File: src/rtl/hvsp_op_sequencer_if.sv
// hvsp_op_sequencer_if: bundles the command/response port and the frame-shifter handshake of the sequencer
interface hvsp_op_sequencer_if;
    logic        cmd_valid;
    logic        cmd_ready;
    logic [1:0]  cmd_op;
    logic [8:0]  cmd_addr;
    logic        rsp_valid;
    logic [15:0] rsp_data;
    logic        rsp_err;
    logic        frm_req;
    logic [7:0]  frm_sdi;
    logic [7:0]  frm_sii;
    logic        frm_done;
    logic [10:0] frm_sdo;
    modport slave (
        input  cmd_valid, cmd_op, cmd_addr, frm_done, frm_sdo,
        output cmd_ready, rsp_valid, rsp_data, rsp_err, frm_req, frm_sdi, frm_sii
    );
    modport master (
        output cmd_valid, cmd_op, cmd_addr, frm_done, frm_sdo,
        input  cmd_ready, rsp_valid, rsp_data, rsp_err, frm_req, frm_sdi, frm_sii
    );
endinterface

File: src/rtl/hvsp_op_sequencer.sv
// hvsp_op_sequencer: expands one HVSP operation into ATtiny13 instruction frames and returns its result
module hvsp_op_sequencer #(
    parameter int ERASE_TIMEOUT = 240000
) (
    input  logic                      i_osc,
    input  logic                      i_rst_n,
    input  logic                      i_sdo_pin,
    output logic                      o_busy,
    hvsp_op_sequencer_if.slave        io_bus
);
    localparam int CW = $clog2(ERASE_TIMEOUT + 1);
    localparam logic [CW-1:0] LAST_CNT = CW'(ERASE_TIMEOUT - 1);
    typedef enum logic [2:0] {IDLE, ISSUE, WAIT, POLL, RESP} state_t;
    state_t        r_state;
    logic [1:0]    r_op;
    logic [8:0]    r_addr;
    logic [2:0]    r_idx;
    logic [CW-1:0] r_cnt;
    logic [7:0]    r_lo;
    logic [7:0]    r_hi;
    logic [7:0]    r_sdi;
    logic [7:0]    r_sii;
    logic          r_req;
    logic          r_rsp_valid;
    logic          r_rsp_err;
    logic [7:0]    w_sdi;
    logic [7:0]    w_sii;
    logic          w_cap_lo;
    logic          w_cap_hi;
    logic          w_last;
    assign io_bus.cmd_ready = (r_state == IDLE);
    assign o_busy           = (r_state != IDLE);
    assign io_bus.frm_req   = r_req;
    assign io_bus.frm_sdi   = r_sdi;
    assign io_bus.frm_sii   = r_sii;
    assign io_bus.rsp_valid = r_rsp_valid;
    assign io_bus.rsp_data  = {r_hi, r_lo};
    assign io_bus.rsp_err   = r_rsp_err;
    // frame table: SDI/SII bytes of the current frame plus capture and last-frame flags
    always_comb begin
        w_sdi    = 8'h00;
        w_sii    = 8'h00;
        w_cap_lo = 1'b0;
        w_cap_hi = 1'b0;
        w_last   = 1'b0;
        case (r_op)
            2'd0: case (r_idx)
                3'd0: begin w_sdi = 8'h02; w_sii = 8'h4C; end
                3'd1: begin w_sdi = r_addr[7:0]; w_sii = 8'h0C; end
                3'd2: begin w_sdi = {7'b0, r_addr[8]}; w_sii = 8'h1C; end
                3'd3: w_sii = 8'h68;
                3'd4: begin w_sii = 8'h6C; w_cap_lo = 1'b1; end
                3'd5: w_sii = 8'h78;
                default: begin w_sii = 8'h7C; w_cap_hi = 1'b1; w_last = 1'b1; end
            endcase
            2'd1: case (r_idx)
                3'd0: begin w_sdi = 8'h08; w_sii = 8'h4C; end
                3'd1: begin w_sdi = {6'b0, r_addr[1:0]}; w_sii = 8'h0C; end
                3'd2: w_sii = 8'h68;
                default: begin w_sii = 8'h6C; w_cap_lo = 1'b1; w_last = 1'b1; end
            endcase
            2'd2: case (r_idx)
                3'd0: begin w_sdi = 8'h04; w_sii = 8'h4C; end
                3'd1: w_sii = 8'h68;
                default: begin w_sii = 8'h6C; w_cap_lo = 1'b1; w_last = 1'b1; end
            endcase
            default: case (r_idx)
                3'd0: begin w_sdi = 8'h80; w_sii = 8'h4C; end
                3'd1: w_sii = 8'h64;
                default: begin w_sii = 8'h6C; w_last = 1'b1; end
            endcase
        endcase
    end
    // operation FSM: accept, issue frames one at a time, poll after erase, pulse the response
    always_ff @(posedge i_osc) begin
        if (!i_rst_n) begin
            r_state     <= IDLE;
            r_op        <= 2'd0;
            r_addr      <= 9'd0;
            r_idx       <= 3'd0;
            r_cnt       <= '0;
            r_lo        <= 8'h00;
            r_hi        <= 8'h00;
            r_sdi       <= 8'h00;
            r_sii       <= 8'h00;
            r_req       <= 1'b0;
            r_rsp_valid <= 1'b0;
            r_rsp_err   <= 1'b0;
        end else begin
            r_rsp_valid <= 1'b0;
            case (r_state)
                IDLE: if (io_bus.cmd_valid) begin
                    r_op      <= io_bus.cmd_op;
                    r_addr    <= io_bus.cmd_addr;
                    r_idx     <= 3'd0;
                    r_lo      <= 8'h00;
                    r_hi      <= 8'h00;
                    r_rsp_err <= 1'b0;
                    r_state   <= ISSUE;
                end
                ISSUE: begin
                    r_sdi   <= w_sdi;
                    r_sii   <= w_sii;
                    r_req   <= 1'b1;
                    r_state <= WAIT;
                end
                WAIT: if (io_bus.frm_done) begin
                    r_req       <= 1'b0;
                    r_lo        <= w_cap_lo ? io_bus.frm_sdo[10:3] : r_lo;
                    r_hi        <= w_cap_hi ? io_bus.frm_sdo[10:3] : r_hi;
                    r_idx       <= r_idx + 3'd1;
                    r_cnt       <= '0;
                    r_rsp_valid <= w_last && (r_op != 2'd3);
                    r_state     <= !w_last ? ISSUE : (r_op == 2'd3 ? POLL : RESP);
                end
                POLL: if (i_sdo_pin || r_cnt == LAST_CNT) begin
                    r_rsp_err   <= !i_sdo_pin;
                    r_rsp_valid <= 1'b1;
                    r_state     <= RESP;
                end else begin
                    r_cnt <= r_cnt + CW'(1);
                end
                default: r_state <= IDLE;
            endcase
        end
    end
endmodule
File: src/flat_wrapper.sv
// flat-port wrapper written by rule: the top's interface ports become plain ports
module hvsp_op_sequencer_flat 
#(
    parameter int ERASE_TIMEOUT = 240000
)
  (i_osc, i_rst_n, i_sdo_pin, o_busy, io_bus_cmd_valid, io_bus_cmd_op, io_bus_cmd_addr, io_bus_frm_done, io_bus_frm_sdo, io_bus_cmd_ready, io_bus_rsp_valid, io_bus_rsp_data, io_bus_rsp_err, io_bus_frm_req, io_bus_frm_sdi, io_bus_frm_sii);
  hvsp_op_sequencer_if io_bus_i ();
  input  logic i_osc;
  input  logic i_rst_n;
  input  logic i_sdo_pin;
  output logic o_busy;
  input wire logic [$bits(io_bus_i.cmd_valid)-1:0] io_bus_cmd_valid;
  input wire logic [$bits(io_bus_i.cmd_op)-1:0] io_bus_cmd_op;
  input wire logic [$bits(io_bus_i.cmd_addr)-1:0] io_bus_cmd_addr;
  input wire logic [$bits(io_bus_i.frm_done)-1:0] io_bus_frm_done;
  input wire logic [$bits(io_bus_i.frm_sdo)-1:0] io_bus_frm_sdo;
  output wire logic [$bits(io_bus_i.cmd_ready)-1:0] io_bus_cmd_ready;
  output wire logic [$bits(io_bus_i.rsp_valid)-1:0] io_bus_rsp_valid;
  output wire logic [$bits(io_bus_i.rsp_data)-1:0] io_bus_rsp_data;
  output wire logic [$bits(io_bus_i.rsp_err)-1:0] io_bus_rsp_err;
  output wire logic [$bits(io_bus_i.frm_req)-1:0] io_bus_frm_req;
  output wire logic [$bits(io_bus_i.frm_sdi)-1:0] io_bus_frm_sdi;
  output wire logic [$bits(io_bus_i.frm_sii)-1:0] io_bus_frm_sii;
  assign io_bus_i.cmd_valid = io_bus_cmd_valid;
  assign io_bus_i.cmd_op = io_bus_cmd_op;
  assign io_bus_i.cmd_addr = io_bus_cmd_addr;
  assign io_bus_i.frm_done = io_bus_frm_done;
  assign io_bus_i.frm_sdo = io_bus_frm_sdo;
  assign io_bus_cmd_ready = io_bus_i.cmd_ready;
  assign io_bus_rsp_valid = io_bus_i.rsp_valid;
  assign io_bus_rsp_data = io_bus_i.rsp_data;
  assign io_bus_rsp_err = io_bus_i.rsp_err;
  assign io_bus_frm_req = io_bus_i.frm_req;
  assign io_bus_frm_sdi = io_bus_i.frm_sdi;
  assign io_bus_frm_sii = io_bus_i.frm_sii;
  hvsp_op_sequencer #(.ERASE_TIMEOUT(ERASE_TIMEOUT)) u_core (.i_osc(i_osc), .i_rst_n(i_rst_n), .i_sdo_pin(i_sdo_pin), .o_busy(o_busy), .io_bus(io_bus_i));
endmodule
File: config.mk
export PLATFORM = sky130hd
export DESIGN_NAME = hvsp_op_sequencer_flat
export DESIGN_NICKNAME = d
export VERILOG_FILES = /design/src/rtl/hvsp_op_sequencer_if.sv /design/src/rtl/hvsp_op_sequencer.sv /design/src/flat_wrapper.sv
export SDC_FILE = /design/constraint.sdc
export NUM_CORES = 1
export LEC_CHECK = 0
export BUFFER_PORTS_ARGS = -buffer_cell sky130_fd_sc_hd__buf_4
export CELL_PAD_IN_SITES_DETAIL_PLACEMENT = 1
export CELL_PAD_IN_SITES_GLOBAL_PLACEMENT = 1
export CORE_MARGIN = 2
export CORE_UTILIZATION = 41
export CTS_CLUSTER_SIZE = 40
export DETAILED_ROUTE_END_ITERATION = 16
export PLACE_DENSITY_LB_ADDON = 0.1
export SYNTH_ARGS = -nofsm -noshare
export SYNTH_HDL_FRONTEND = slang
export SYNTH_SLANG_ARGS = --single-unit
File: constraint.sdc
create_clock -name i_osc -period 2.85 [get_ports i_osc]
set_clock_uncertainty 0.2 [all_clocks]
set_input_delay 0.57 -clock i_osc [delete_from_list [all_inputs] [get_ports i_osc]]
set_output_delay 0.57 -clock i_osc [all_outputs]
set_load 0.02 [all_outputs]
# After elaboration in Yosys (flattened, before gate mapping)
# Index checks and enable logic that the tools add are counted.
# W data, S select, Z words.
dict set report classes {
  addsub 2
  eq_ne 19
  n_mux 44
  n_reduce_logical 22
}
# cell n
set ops {}
lappend ops {{$pmux W8 S3} 3}
lappend ops {{$mux W8} 6}
lappend ops {{$pmux W7 S6} 1}
lappend ops {{$mux W18} 2}
lappend ops {{$pmux W18 S2} 1}
lappend ops {{$pmux W8 S2} 2}
lappend ops {{$mux W3} 8}
lappend ops {{$pmux W6 S2} 2}
lappend ops {{$pmux W7 S3} 1}
lappend ops {{$add A18 B1 Y18 const B} 1}
lappend ops {{$eq A18 B18 Y1 const B} 1}
lappend ops {{$eq A3 B2 Y1 const B} 4}
lappend ops {{$pmux W3 S4} 1}
lappend ops {{$reduce_and A3 Y1} 4}
lappend ops {{$mux W1} 10}
lappend ops {{$ne A2 B2 Y1 const B} 4}
lappend ops {{$pmux W1 S2} 4}
lappend ops {{$pmux W4 S2} 1}
lappend ops {{$reduce_and A4 Y1} 2}
lappend ops {{$reduce_bool A2 Y1} 4}
lappend ops {{$eq A3 B1 Y1 const B} 2}
lappend ops {{$eq A3 B3 Y1 const B} 2}
lappend ops {{$logic_not A3 Y1} 2}
lappend ops {{$ne A2 B1 Y1 const B} 3}
lappend ops {{other kinds (14)} 16}
dict set report word_totals {
  reg_bits 70
  inputBits 27
}

# Logic depth before layout (Yosys ltp)
# Gate-level depths: netlist of the first run.
dict set report depth {
  depth_word 7
  depth_mapped 10
}

# Worst setup path after synthesis of the first run
# OpenSTA, ideal clock, no wires.
dict set report synth_path {
  kind {register to register}
  start {register u_core.r_idx[1]}
  end {register u_core.r_lo[0]}
  setup_ns 0.128
  arrival_time_ns 1.819
  slack_ns 0.704
  path_stages_with_launch 11
  n_path_buf 3
  period_less_slack_ns 2.146
  path_cell_list {dfxtp_1 -> buf_2 -> inv_1 -> ha_1 -> clkbuf_1 -> nand2_1 -> a21o_1 -> a32o_1 -> buf_4 -> mux2i_1 -> nor2_1}
}
dict set report synth_between {
  elab_chain_cells 6
  elab_cells_between_ends 12
}
# element line
set synth_lines {}
lappend synth_lines {{start: declaration} hvsp_op_sequencer.sv:17} ;# logic [2:0] r_idx;
lappend synth_lines {{start signal: assignment} hvsp_op_sequencer.sv:111} ;# r_idx <= r_idx + 3'd1;
lappend synth_lines {{$eq A3 B2 Y1, or another cell as far along} hvsp_op_sequencer.sv:56} ;# 2'd1: case (r_idx)
lappend synth_lines {{$reduce_or A3 Y1 (no line) or $reduce_or A2 Y1 (tied branches)} n/a}
lappend synth_lines {{$mux W1, on equally long branches} {hvsp_op_sequencer.sv:56, hvsp_op_sequencer.sv:62}}
lappend synth_lines {{$pmux W1 S3 *} hvsp_op_sequencer.sv:46} ;# case (r_op)
lappend synth_lines {{$ne A2 B1 Y1 (no line) *} n/a}
lappend synth_lines {{$reduce_and A4 Y1 (no line) *} n/a}
lappend synth_lines {{end signal: assignment} hvsp_op_sequencer.sv:109} ;# r_lo <= w_cap_lo ? io_bus.frm_sdo[10:3] : r_lo;
lappend synth_lines {{end: declaration} hvsp_op_sequencer.sv:19} ;# logic [7:0] r_lo;
# Every way passes the cells marked *; elsewhere a longest branch is shown, timed or not.
# A chain may end at the register's enable or synchronous reset.

# Worst setup path in the final report of the first run
dict set report layout_path {
  start {register u_core.r_idx[1]}
  end {register u_core.r_lo[6]}
}
# The elaborated chain is that of the path after synthesis.

==> flow_metrics.py, run 1 <==
metrics = {
    "pwr": {
        "ir_drop_mv": 0.2951,
        "powerDensity_nw_per_um2": 536.6,
        "power.share.sequential": 0.463,
        "sw_frac_of_total": 0.3014,
        "combPwrFrac": 0.171,
        "p_switching_uw": 656.9,
        "p_int_uw": 1523,
        "leakagePower_uw": 0.001636,
        "clockPowerShare": 0.366,
    },
    "clocking": {
        "ctsHoldBuffers": 0,
        "clock_sinks": 67,
        "htreeDepth": 3,
        "cts_post_setup_buffers_inserted": 0,
        "clk_pin_slew_ns": 0.08,
        "clk_latency_ns": 0.35,
        "root_buffer": "clkbuf_8",
        "cts_tree": "yes",
        "cts_buffers": 9,
        "cts_resized": 0,
        "ctsLongestPathBuffers": 2,
    },
    "global_routing": {
        "grt_pass1_wl_um": 15970,
        "grt_max_degree": 23,
        "grt_overflow": 0,
        "gr-usage-met2": 0.3821,
        "gr-max-usage-layer": "met2",
        "antenna_found_initial": 0,
        "grt_pass1_vias": 3179,
        "met3_usage": 0.03933,
        "grt_usage": 0.2296,
        "grt_util_met1": 0.3025,
    },
    "timing": {
        "tightestPinTransition_ns": 0.7168,
        "fin_crit_sh": 0.8119,
        "slew_headroom": 0.5215,
        "finalCriticalPeriod_ns": 2.314,
        "maxSlewViolCount": 0,
        "hold_viol": 0,
        "whs_ns": 0.2543,
        "finalSetupViolCount": 0,
        "tns_ns": 0,
        "grt_setup_unrepaired": "no",
        "max_clock_freq_mhz": 432.1,
    },
    "floorplanning": {
        "die_y_um": 94.27,
        "dieWidth_um": 94.27,
        "rows": 32,
        "pin_count": 64,
        "coreArea_um2": 7807,
        "start_util": 0.4279,
        "die_area_um2": 8886,
    },
    "finish": {
        "syn2layout_area_growth_pct": 21.57,
        "fin_nets": 489,
        "nFillCells": 981,
        "seqCellArea_um2": 1341,
        "multi_input_area_um2": 1859,
        "diodes": 0,
        "drive_above_1_share": 0.2169,
    },
    "worst_setup_path": {
        "critical_path_class": "register to register",
        "end_kind": "register",
        "startpoint_type": "register",
        "cp.arrival_ns": 2.34,
        "critPathRequiredTime_ns": 2.88,
        "crit_fanout": 10,
    },
    "placement": {
        "dp_hpwl_um": 6601,
        "gp_congestion": 0.8333,
        "port_buffers": 57,
    },
    "yosys": {
        "synth_cell_types": 62,
        "muxShareOfSynthArea": 0.05693,
        "syn-cell-area_um2": 3341,
        "ys_warn_count": 0,
        "async_flop_share": 0,
        "synthAdderAreaFrac": 0.02247,
        "ys_ff_latch": 67,
        "synth_top_family_by_area": "simple AND/OR/NAND/NOR gates",
        "synthXorXnorAreaFrac": 0,
        "synth_edf_count": 0,
        "yosys.area_share.simple": 0.2637,
        "ys_seq_area_frac": 0.4015,
        "syn_avg_cell_area_um2": 8.352,
        "synthCells": 400,
        "ys.flop_type": "dfxtp_1",
        "synth-compound-area-share": 0.2101,
    },
    "flow_run": {
        "maxCapViolCount": 0,
    },
    "route": {
        "drt_iter0_markers": 130,
        "via_count": 3170,
        "wl_um": 9388,
        "drt-wirelength-per-cell_um": 16.67,
        "drc": 0,
        "ant_nets": 0,
        "viasPerCell": 5.631,
        "firstDrtPassIters": 4,
    },
    "min_path": {
        "min_path_type": "register to register",
    },
    "status": {
        "status": "complete, no violations",
    },
}
[synthesized netlist by cell type (2+ instances only)]
cell	count	share of area
a311oi_1	3	0.0079
nor2_1	37	0.042
buf_4	4	0.0090
a41oi_1	2	0.0052
mux2i_1	19	0.057
and2_1	11	0.021
dfxtp_1	67	0.40
nor2b_1	8	0.015
nor3_1	7	0.010
o21ai_0	24	0.036
o211ai_1	3	0.0067
a211oi_1	2	0.0045
nand2_2	2	0.0037
a22oi_1	8	0.018
a21oi_1	39	0.058
inv_1	8	0.0090
clkbuf_1	16	0.018
o311ai_0	3	0.0079
and3_1	8	0.015
nand3b_1	2	0.0045
and4_1	3	0.0079
nand4b_1	2	0.0052
a32o_1	2	0.0060
or3_1	3	0.0056
buf_2	4	0.0060
inv_2	2	0.0022
ha_1	6	0.022
a31oi_1	6	0.011
nor4_1	4	0.0075
nand3_1	16	0.024
a22o_1	2	0.0052
nand2_1	47	0.053
[area by class of cell]
| type | count | share of cell area |
|---|---|---|
| timing repair buffer | 67 | 0.1238 |
| clock buffer | 9 | 0.03050 |
| tap | 102 | 0.03142 |
| sequential | 67 | 0.3303 |
| clock inverter | 7 | 0.01694 |
| inverter | 10 | 0.009242 |
| multi-input combinational | 301 | 0.4578 |
[registers in the layout, summed over array words and instances, names as in the netlist]
register	count
u_core.io_bus.rsp_valid	1
u_core.r_addr	9
u_core.io_bus.frm_req	1
u_core.r_lo	8
u_core.io_bus.frm_sdi	8
u_core.r_op	2
u_core.r_state	3
u_core.r_hi	8
u_core.r_cnt	18
u_core.io_bus.frm_sii	5
u_core.r_idx	3
u_core.io_bus.rsp_err	1
[final timing paths]
kind	from	to	slack, ns	depth (start not counted)
max	u_core.r_idx[1]	u_core.r_lo[6]	0.54	8
min	u_core.io_bus.frm_sii[4]	u_core.io_bus.frm_sii[4]	0.25	2
min reg2reg	u_core.io_bus.frm_sii[4]	u_core.io_bus.frm_sii[4]	0.25	2
max reg2reg	u_core.r_idx[1]	u_core.r_lo[6]	0.54	8
[stage by stage]
stage	utilization	area, µm²	power [µW]	std cells	worst slack (ns)
2_1_floorplan	-	3348	1267	402	0.7035
3_3_place_gp	0.4955	3869	1396	547	0.6054
6_report	0.5202	4061	2180	563	0.5359
4_1_cts	0.5202	4061	2198	563	0.5410
3_5_place_dp	0.4955	3869	1403	547	0.5594
5_1_grt	0.5202	4061	2277	563	0.3732
[worst max-delay path: stages, from the launching register on]
cell and delay, ns:
dfxtp_1 0.39, inv_1 0.22, ha_1 0.40, nand2_1 0.10
a21o_1 0.19, a32o_1 0.24, buf_4 0.19, mux2i_1 0.20
nor2_1 0.06
[kinds of logic after synthesis]
group | Yosys count
muxes | 19
and+or+nand+nor | 164
AOI/OAI and AO/OA | 109
adders and majority gates | 6
buffers and inverters | 34
other | 1
DFF | 67
[placed cells by master (no fill, tap or decap), types with 6 or more instances in the layout]
master / n
nand2_1: 47
and2_1: 11
and3_1: 8
nor3_1: 7
mux2i_1: 19
a31oi_1: 6
a22oi_1: 8
inv_1: 8
nand3_1: 16
nor2b_1: 8
buf_4: 67
o21ai_0: 24
dfxtp_1: 67
a21oi_1: 39
clkbuf_8: 9
nor2_1: 37
ha_1: 6
[per-layer routing]
layer | routed length, µm | share of wire | up-vias
met4 | 131 | 0.014 | 0
met5 | 0 | 0 | -
met2 | 4453 | 0.47 | 60
met3 | 389 | 0.041 | 11
li1 | - | - | 1554
met1 | 4414 | 0.47 | 1545
[power groups by stage]
stage / registers, µW / clock network [µW] / logic, µW
after floorplan: 1040 / 0 / 228
after global placement: 1030 / 0 / 367
after detailed placement: 1030 / 0 / 373
after CTS: 1010 / 813 / 376
after global routing: 1020 / 850 / 411
final: 1010 / 797 / 372
Note: power is estimated with default switching activity, not from simulation.
==> run 2: changes to the inputs <==
Settings changed: CORE_UTILIZATION 41 to 37.
Clock period 2.85 ns to 1.9 ns, I/O delays scaled along.
==> run 2 against run 1 <==
  * The run now ends with setup timing left
  * Sequential power rose by 49%
  * Non-clock buffer count rose by 55
  * Cell count rose by 11%
  * Largest power group unchanged
  * First-iteration DRC count fell by 3.1%
  * Utilization rose by 0.92 points
  * Setup slack got worse by 0.54 ns
  * Design area rose by 14%
  * Fmax rose by 22%
  * Via count rose by 6.1%
==> flow_metrics.py, run 2 (synthesis gave the netlist of run 1 again) <==
metrics = {
    "pwr": {
        "powerDensity_nw_per_um2": 729.8,
        "leakagePower_uw": 0.001942,
        "ir_drop_mv": 0.4310,
    },
    "status": {
        "status": "complete, but fails checks",
        "violations": "setup timing",
    },
    "timing": {
        "tightestPinTransition_ns": 0.5639,
        "slew_headroom": 0.6201,
        "maxSlewViolCount": 0,
        "max_clock_freq_mhz": 525.7,
        "fin_crit_sh": 1.001,
        "finalSetupViolCount": 1,
        "fin_ws_ns": -0.002205,
        "hold_viol": 0,
        "finalCriticalPeriod_ns": 1.902,
    },
    "min_path": {
        "hold_end": "u_core.r_addr[3]",
        "min_path_type": "input pin to register",
        "hold_path_depth": 3,
        "min_from": "io_bus_cmd_addr[3]",
    },
    "worst_setup_path": {
        "end_kind": "register",
        "reg2reg_to": "u_core.r_cnt[8]",
        "reg2reg_depth": 6,
        "critical_path_class": "register to register",
        "crit_fanout": 5,
        "startpoint_type": "register",
        "critPathRequiredTime_ns": 1.97,
        "reg2reg_setup_slack_ns": -0.002,
        "r2r_start": "u_core.r_cnt[10]",
        "cp.arrival_ns": 1.97,
    },
    "flow_run": {
        "maxCapViolCount": 0,
    },
    "route": {
        "via_count": 3364,
        "ant_nets": 0,
        "wl_um": 10530,
        "drt_iter0_markers": 126,
        "drc": 0,
        "viasPerCell": 5.400,
        "firstDrtPassIters": 4,
        "drt-wirelength-per-cell_um": 16.90,
    },
    "clocking": {
        "cts_buffers": 9,
        "htreeDepth": 3,
        "clk_pin_slew_ns": 0.08,
        "cts_tree": "yes",
        "clock_sinks": 67,
        "root_buffer": "clkbuf_8",
        "ctsHoldBuffers": 0,
        "clk_latency_ns": 0.34,
        "ctsLongestPathBuffers": 2,
    },
    "finish": {
        "reg_top3": "u_core.r_cnt x18, u_core.r_addr x9",
        "final_cells": 623,
        "regMostFlops": "u_core.r_cnt",
        "diodes": 0,
        "drive_above_1_share": 0.3592,
        "final_cell_mix": "120 x buf_4, 52 x dfxtp_1, 46 x nand2_1, 38 x a21oi_1, 35 x nor2_1",
        "final_common_cell": "buf_4",
        "fin_nets": 544,
        "syn2layout_area_growth_pct": 38.20,
        "largest_reg_flops": 18,
    },
    "floorplanning": {
        "dieWidth_um": 99.02,
        "rows": 34,
        "die_y_um": 99.02,
        "start_util": 0.3831,
        "coreArea_um2": 8721,
        "die_area_um2": 9805,
        "pin_count": 64,
    },
    "global_routing": {
        "antenna_found_initial": 0,
        "grt_overflow": 0,
        "grt_pass1_vias": 3473,
        "grt_usage": 0.2164,
        "grt_max_degree": 38,
        "grt_pass1_wl_um": 17110,
    },
    "placement": {
        "port_buffers": 57,
        "placed_cells": 598,
        "dp_hpwl_um": 7516,
        "gp_congestion": 0.8527,
        "pre_cts_ws_ns": -0.04097,
    },
}
run 2: cell count changes in the layout (fill, tap and decap cells not counted), sizes merged:
cell    previous run  this run
buf               67       122
clkinv             4         3
run 2: critical path, cell delays in order (launching register included):
cell,delay (ns)
dfxtp_2,0.35
nand4bb_4,0.16
nor4_4,0.05
buf_4,0.16
a211o_1,0.30
or4_1,0.49
o211ai_1,0.10
run 2: worst max path at each step:
stage                                 from         endpoint  slack, ns  cells past startpoint
after floorplan            u_core.r_idx[1]   u_core.r_lo[0]       0.01                     10
after global placement     u_core.r_idx[1]   u_core.r_lo[0]       0.01                      7
after detailed placement   u_core.r_idx[1]   u_core.r_lo[5]      -0.04                      7
after CTS                 u_core.r_cnt[14]  u_core.r_cnt[0]     -0.009                      5
after global routing      u_core.r_cnt[10]  u_core.r_cnt[8]      -0.06                      6
final                     u_core.r_cnt[10]  u_core.r_cnt[8]     -0.002                      6
run 2: power by group:
| group | switching, µW | internal [µW] |
|---|---|---|
| combinational | 376 | 305 |
| sequential | 42.0 | 1460 |
| clock | 586 | 601 |
run 2: final cells by class:
type	instances	area [µm²]
multi-input combinational	301	1947
tap	108	135.1
clock inverter	6	67.56
clock buffer	9	123.9
sequential	67	1363
inverter	10	40.04
fill	1046	4104
timing repair buffer	122	940.9
run 2: per-stage QoR:
stage / hold WS (ns) / power (µW) / instance area, µm² / TNS, ns / utilization
floorplan: 0.2357 / 1908 / 3371 / 0 / -
global placement: 0.2452 / 2189 / 4242 / 0 / 0.4864
detailed placement: 0.2516 / 2203 / 4242 / -0.2807 / 0.4864
CTS: 0.06042 / 3404 / 4486 / -0.009173 / 0.5143
global route: 0.05835 / 3526 / 4617 / -0.1287 / 0.5294
finish: 0.07519 / 3369 / 4617 / -0.002205 / 0.5294
run 2: what timing repair did:
item / in CTS / in global routing
resized for setup: 7 / 31
buffers inserted: 5 / 5
setup endpoints to repair: 14 / 31
pin swaps: 0 / 3
run 2: per-layer routing:
layer	routed length, µm	GRT usage
met1	4652	0.2668
met2	5371	0.3815
met3	380	0.04823
met4	121	0.05479
met5	0	0
